$ cat config.mk
export PLATFORM = sky130hd
export DESIGN_NAME = spi_master
export DESIGN_NICKNAME = d
export VERILOG_FILES = /design/src/rtl/spi_pkg.sv /design/src/rtl/spi_clk_tick.sv /design/src/rtl/spi_master.sv
export SDC_FILE = /design/constraint.sdc
export NUM_CORES = 1
export LEC_CHECK = 0
export ABC_AREA = 1
export CAP_MARGIN = 0
export CORE_AREA = 8 8 133 104
export CTS_BUF_LIST = sky130_fd_sc_hd__clkbuf_4 sky130_fd_sc_hd__clkbuf_8
export DETAILED_ROUTE_END_ITERATION = 8
export DIE_AREA = 0 0 141 112
export GPL_ROUTABILITY_DRIVEN = 0
export PLACE_DENSITY = 0.78
export SYNTH_ARGS = -nofsm -noshare
export SYNTH_HDL_FRONTEND = slang
export SYNTH_HIERARCHICAL = 1
export SYNTH_SLANG_ARGS = --single-unit
$ cat constraint.sdc
create_clock -name iCLK -period 4.65 [get_ports iCLK]
set_input_delay 0.93 -clock iCLK [delete_from_list [all_inputs] [get_ports iCLK]]
set_output_delay 0.93 -clock iCLK [all_outputs]
set_load 0.02 [all_outputs]
$ cat src/rtl/spi_pkg.sv
// Shared SPI definitions: FSM state encoding and frame geometry.
// Used by both the master and the slave ends of the link.
package spi_pkg;

  typedef enum logic [2:0] {
    IDLE,
    SETUP,
    HIGH,
    LOW,
    HOLD,
    GAP
  } spi_state_t;

  localparam int unsigned SPI_FRAME_W = 40;
  localparam int unsigned SPI_CMD_W   = 8;
  localparam int unsigned SPI_DATA_W  = 32;

endpackage

$ cat src/rtl/spi_clk_tick.sv
// SCK phase divider: one-cycle tick every CLK_DIV system clocks.
// The FSM clears it on every state change so each phase starts aligned.
module spi_clk_tick #(
  parameter int unsigned CLK_DIV = 4
) (
  input  logic clk_i,
  input  logic rst_i,
  input  logic clr_i,
  output logic tick_o
);

  localparam int unsigned DIV_W = $clog2(CLK_DIV);
  localparam logic [DIV_W-1:0] DIV_MAX = DIV_W'(CLK_DIV - 1);

  logic [DIV_W-1:0] div_q, div_d;

  assign tick_o = (div_q == DIV_MAX);

  always_comb begin
    div_d = div_q + 1'b1;
    if (clr_i || tick_o) div_d = '0;
  end

  always_ff @(posedge clk_i or posedge rst_i) begin
    if (rst_i) div_q <= '0;
    else       div_q <= div_d;
  end

endmodule

$ cat src/rtl/spi_master.sv
// SPI mode-0 master: one FRAME_W-bit frame per start, MSB first,
// SCK derived from the system clock by spi_clk_tick.
module spi_master
  import spi_pkg::*;
#(
  parameter int unsigned FRAME_W = SPI_FRAME_W,
  parameter int unsigned CLK_DIV = 4
) (
  input  logic               iCLK,
  input  logic               iRST,
  input  logic               iStart,
  input  logic [FRAME_W-1:0] iTx_Data,
  output logic               oBusy,
  output logic               oDone,
  output logic [FRAME_W-1:0] oRx_Data,
  output logic               oSPI_CLK,
  output logic               oSPI_CS,
  output logic               oSPI_MOSI,
  input  logic               iSPI_MISO
);

  localparam int unsigned CNT_W = $clog2(FRAME_W + 1);
  localparam logic [CNT_W-1:0] LAST_BIT = CNT_W'(FRAME_W);

  spi_state_t         state_q, state_d;
  logic [FRAME_W-1:0] tx_q, tx_d;
  logic [FRAME_W-1:0] rx_q, rx_d;
  logic [FRAME_W-1:0] rx_out_q, rx_out_d;
  logic [CNT_W-1:0]   bit_q, bit_d;
  logic               done_q, done_d;
  logic               tick;
  logic               state_change;

  assign state_change = (state_d != state_q);

  spi_clk_tick #(.CLK_DIV(CLK_DIV)) u_tick (
    .clk_i  (iCLK),
    .rst_i  (iRST),
    .clr_i  (state_change),
    .tick_o (tick)
  );

  always_ff @(posedge iCLK or posedge iRST) begin
    if (iRST) begin
      state_q  <= IDLE;
      tx_q     <= '0;
      rx_q     <= '0;
      rx_out_q <= '0;
      bit_q    <= '0;
      done_q   <= 1'b0;
    end else begin
      state_q  <= state_d;
      tx_q     <= tx_d;
      rx_q     <= rx_d;
      rx_out_q <= rx_out_d;
      bit_q    <= bit_d;
      done_q   <= done_d;
    end
  end

  always_comb begin
    state_d  = state_q;
    tx_d     = tx_q;
    rx_d     = rx_q;
    rx_out_d = rx_out_q;
    bit_d    = bit_q;
    done_d   = 1'b0;
    unique case (state_q)
      IDLE: begin
        if (iStart) begin
          state_d = SETUP;
          tx_d    = iTx_Data;
          bit_d   = '0;
        end
      end
      SETUP: if (tick) state_d = HIGH;
      HIGH: begin
        if (tick) begin
          rx_d  = {rx_q[FRAME_W-2:0], iSPI_MISO};
          bit_d = bit_q + 1'b1;
          // TX shifts on the HIGH->LOW edge only, so HOLD keeps the last bit
          if (bit_d == LAST_BIT) begin
            state_d = HOLD;
          end else begin
            state_d = LOW;
            tx_d    = {tx_q[FRAME_W-2:0], 1'b0};
          end
        end
      end
      LOW: if (tick) state_d = HIGH;
      HOLD: begin
        if (tick) begin
          state_d  = GAP;
          rx_out_d = rx_q;
          done_d   = 1'b1;
        end
      end
      GAP: if (tick) state_d = IDLE;
      default: state_d = IDLE;
    endcase
  end

  always_comb begin
    oSPI_CS   = 1'b1;
    oSPI_CLK  = 1'b0;
    oSPI_MOSI = 1'b0;
    oBusy     = (state_q != IDLE);
    if (state_q inside {SETUP, HIGH, LOW, HOLD}) begin
      oSPI_CS   = 1'b0;
      oSPI_MOSI = tx_q[FRAME_W-1];
    end
    if (state_q == HIGH) oSPI_CLK = 1'b1;
  end

  assign oDone    = done_q;
  assign oRx_Data = rx_out_q;

endmodule

==> flow_summary_export.csv <==
group,metric,value,unit
status,outcome,"finished clean",
detailed_routing,first_iter_violations,299,
worst_setup_path,crit_arrival,2.36,ns
clocking,cts_setup_buffers,0,
power,p_leak,3.43,nW
final_layout,finalNonFillerCells,949,
place,numPlacedInstances,917,
detailed_routing,detail_route.vias_per_cell,4.81,
worst_setup_path,crit_fanout,43,
floorplan,die_h,112,µm
final_layout,diodes,0,
clocking,cts_resized,0,
clocking,cts_buffers,17,
floorplan,dieArea,15800,µm²
power,power_per_cell_area,297,nW/µm²
worst_setup_path,end_kind,"output pin",
floorplan,rows,35,
detailed_routing,drc,0,
worst_setup_path,reg2reg_to,"tx_q[38]",
sta,finalHoldViolations,0,
sta,setup_viol,0,
synth,yosysTopAreaCellShare,57.5,%
clocking,clk_transition_reported_paths,0.08,ns
detailed_routing,wire_per_inst,13.0,µm
worst_setup_path,crit_chain,"inv_1 > nor2_1 > nand2_2 > inv_2 > clkdlybuf4s50_1",
synth,ys.flop_type,"dfrtp_1",
sta,finalCritPeriodShare,70.8,%
clocking,clk_path_buf_depth,2,
clocking,cts_tree,"done",
final_layout,layout.nets,816,
clocking,root_buffer,"clkbuf_8",
clocking,htree_num_levels,4,
global_route,grt_pass1_vias,4542,
place,port_buffers,88,
run,drv_cap,0,
clocking,postCtsHoldBufs,0,
hold_path,hold_depth,1,
worst_setup_path,critPathSlowestCell,"clkdlybuf4s50_1",
floorplan,die_w,141,µm
sta,slew_violations,0,
synth,yosys_warnings,6,
sta,fin_crit,3.29,ns
worst_setup_path,timing.rr.start,"state_q[1]",
synth,async_reset_ff_share,100,%
synth,avgSynthCellArea,8.27,µm²
worst_setup_path,cp_slowest_stage_delay,0.74,ns
final_layout,drive_gt1_share,7.28,%
worst_setup_path,rr_worst_depth,9,
floorplan,core,11900,µm²
floorplan,initial_utilization,48.4,%
global_route,gr-total-overflow,0,
synth,synth_area_leaders,"dfrtp_1 57%, nand2_1 20%, o21ai_0 6.9%",
worst_setup_path,reg2reg_slack,1.94,ns
sta,fmax,304,MHz
worst_setup_path,path_class,"reg -> out",
synth,ys_seq_area_share,57.5,%
sta,tns,0,ns
global_route,antenna_found_initial,0,
sta,slew_headroom,25.8,%
detailed_routing,drt-total-wl,12300,µm
global_route,grtUsageTotal,16.3,%
clocking,cts_sinks,132,
final_layout,num-fill-cells,1033,
sta,tightest_slew,1.11,ns
detailed_routing,ant_nets,0,
sta,rsz0062_at_grt,"false",
hold_path,hold_start,"u_tick/div_q[0]",
sta,finalClockSkew,0.0134,ns
detailed_routing,vias,4562,
hold_path,hold_end,"u_tick/div_q[0]",
global_route,grt_pass1_wl,21200,µm
worst_setup_path,cp.required,3.72,ns
synth,post_synth_instance_area,5750,µm²
global_route,grt_max_degree,88,
final_layout,syn_to_final_growth,22.5,%
synth,synth_cell_types,22,
final_layout,final_common_cell,"nand2_1",
clocking,clock_latency,0.42,ns
synth,syn_inst,695,
final_layout,most-common-layout-cells,"305 x nand2_1, 132 x dfrtp_1, 88 x clkdlybuf4s50_1",
place,place_hpwl,8280,µm
hold_path,min_path_type,"reg -> reg",
worst_setup_path,crit_path_start_kind,"flip-flop",
synth,ys_seq_elements,132,
floorplan,pin_count,89,
power,vdd_drop_max,0.000194,V
synth,synth_fp_nets,741,
synth,synth-edff-count,0,
sta,hold_slack,0.449,ns
final_layout,multiInputGateArea,2020,µm²
detailed_routing,drt-pass1-iter-count,4,
synth,yosys.area.top_type,"dfrtp_1",
final_layout,area.sequential,3300,µm²
-- cells in the mapped netlist, types with 2 or more instances --
| master | number |
|---|---|
| nand3_1 | 39 |
| nand2_1 | 305 |
| a21oi_1 | 4 |
| ha_1 | 2 |
| o21ai_0 | 79 |
| buf_2 | 12 |
| inv_2 | 2 |
| nand3_2 | 10 |
| clkbuf_1 | 17 |
| inv_1 | 58 |
| nor2_1 | 10 |
| dfrtp_1 | 132 |
| buf_4 | 6 |
| nand2_2 | 5 |
| o21ai_1 | 7 |
-- critical path, delay by kind of cell, from the launching register on --
kind,cells,cell delay (ns)
flops,1,0.38
buf+inv,3,1.38
simple gates,2,0.19
-- how the worst max path moves through the flow --
stage | startpoint | to | cells after the start | slack (ns)
after detailed placement | iStart | tx_q[9] | 8 | 1.49
after global placement | iStart | tx_q[33] | 8 | 1.58
final | state_q[1] | oSPI_CLK | 5 | 1.36
after floorplan | iRST | bit_q[0] | 1 | 0.25
after global routing | state_q[1] | oSPI_CLK | 5 | 1.19
after CTS | state_q[1] | oSPI_CS | 6 | 1.33
-- power breakdown --
part | leakage, nW | switching, mW | total [mW] | internal [mW]
Sequential | 1.81 | 0.00148 | 1.15 | 1.15
Combinational | 1.45 | 0.0389 | 0.0800 | 0.0411
Clock | 0.173 | 0.478 | 0.860 | 0.382
Total | 3.43 | 0.518 | 2.09 | 1.57
-- state kept, by name (all words and copies together) (netlist names) --
signal / count
oRx_Data: 40
rx_q: 40
tx_q: 40
bit_q: 6
state_q: 3
u_tick/div_q: 2
oDone: 1
-- stage by stage --
stage	area [µm²]	setup slack (ns)	power, mW	util (%)
finish	7040	1.36	2.09	59.3
CTS	7040	1.33	2.13	59.3
global placement	6680	1.58	1.25	56.3
detailed placement	6680	1.49	1.26	56.3
global route	7040	1.19	2.19	59.3
floorplan	5750	0.251	1.21	-
-- layer usage --
metal	GRT usage, %	share of wire (%)
met3	4.06	4.6
met5	0	0
met1	20.3	45
met2	26.5	49
met4	6.64	1.3
-- cell families after synthesis --
group	count (synthesis)	synth area share, %
flops	132	57.5
fa+ha+maj	2	0.435
simple gates	374	26.9
buf+inv	97	7.40
compound gates	90	7.84
-- cell type report --
class	instances	area share, %
inverters	60	3.23
multi-input cells	466	28.8
repair buffers	93	13.0
flip-flops and latches	132	46.9
clock buffers	17	3.32
clock inverters	15	1.76
well taps	166	2.95
No activity file was read; power rests on OpenSTA's default activity.
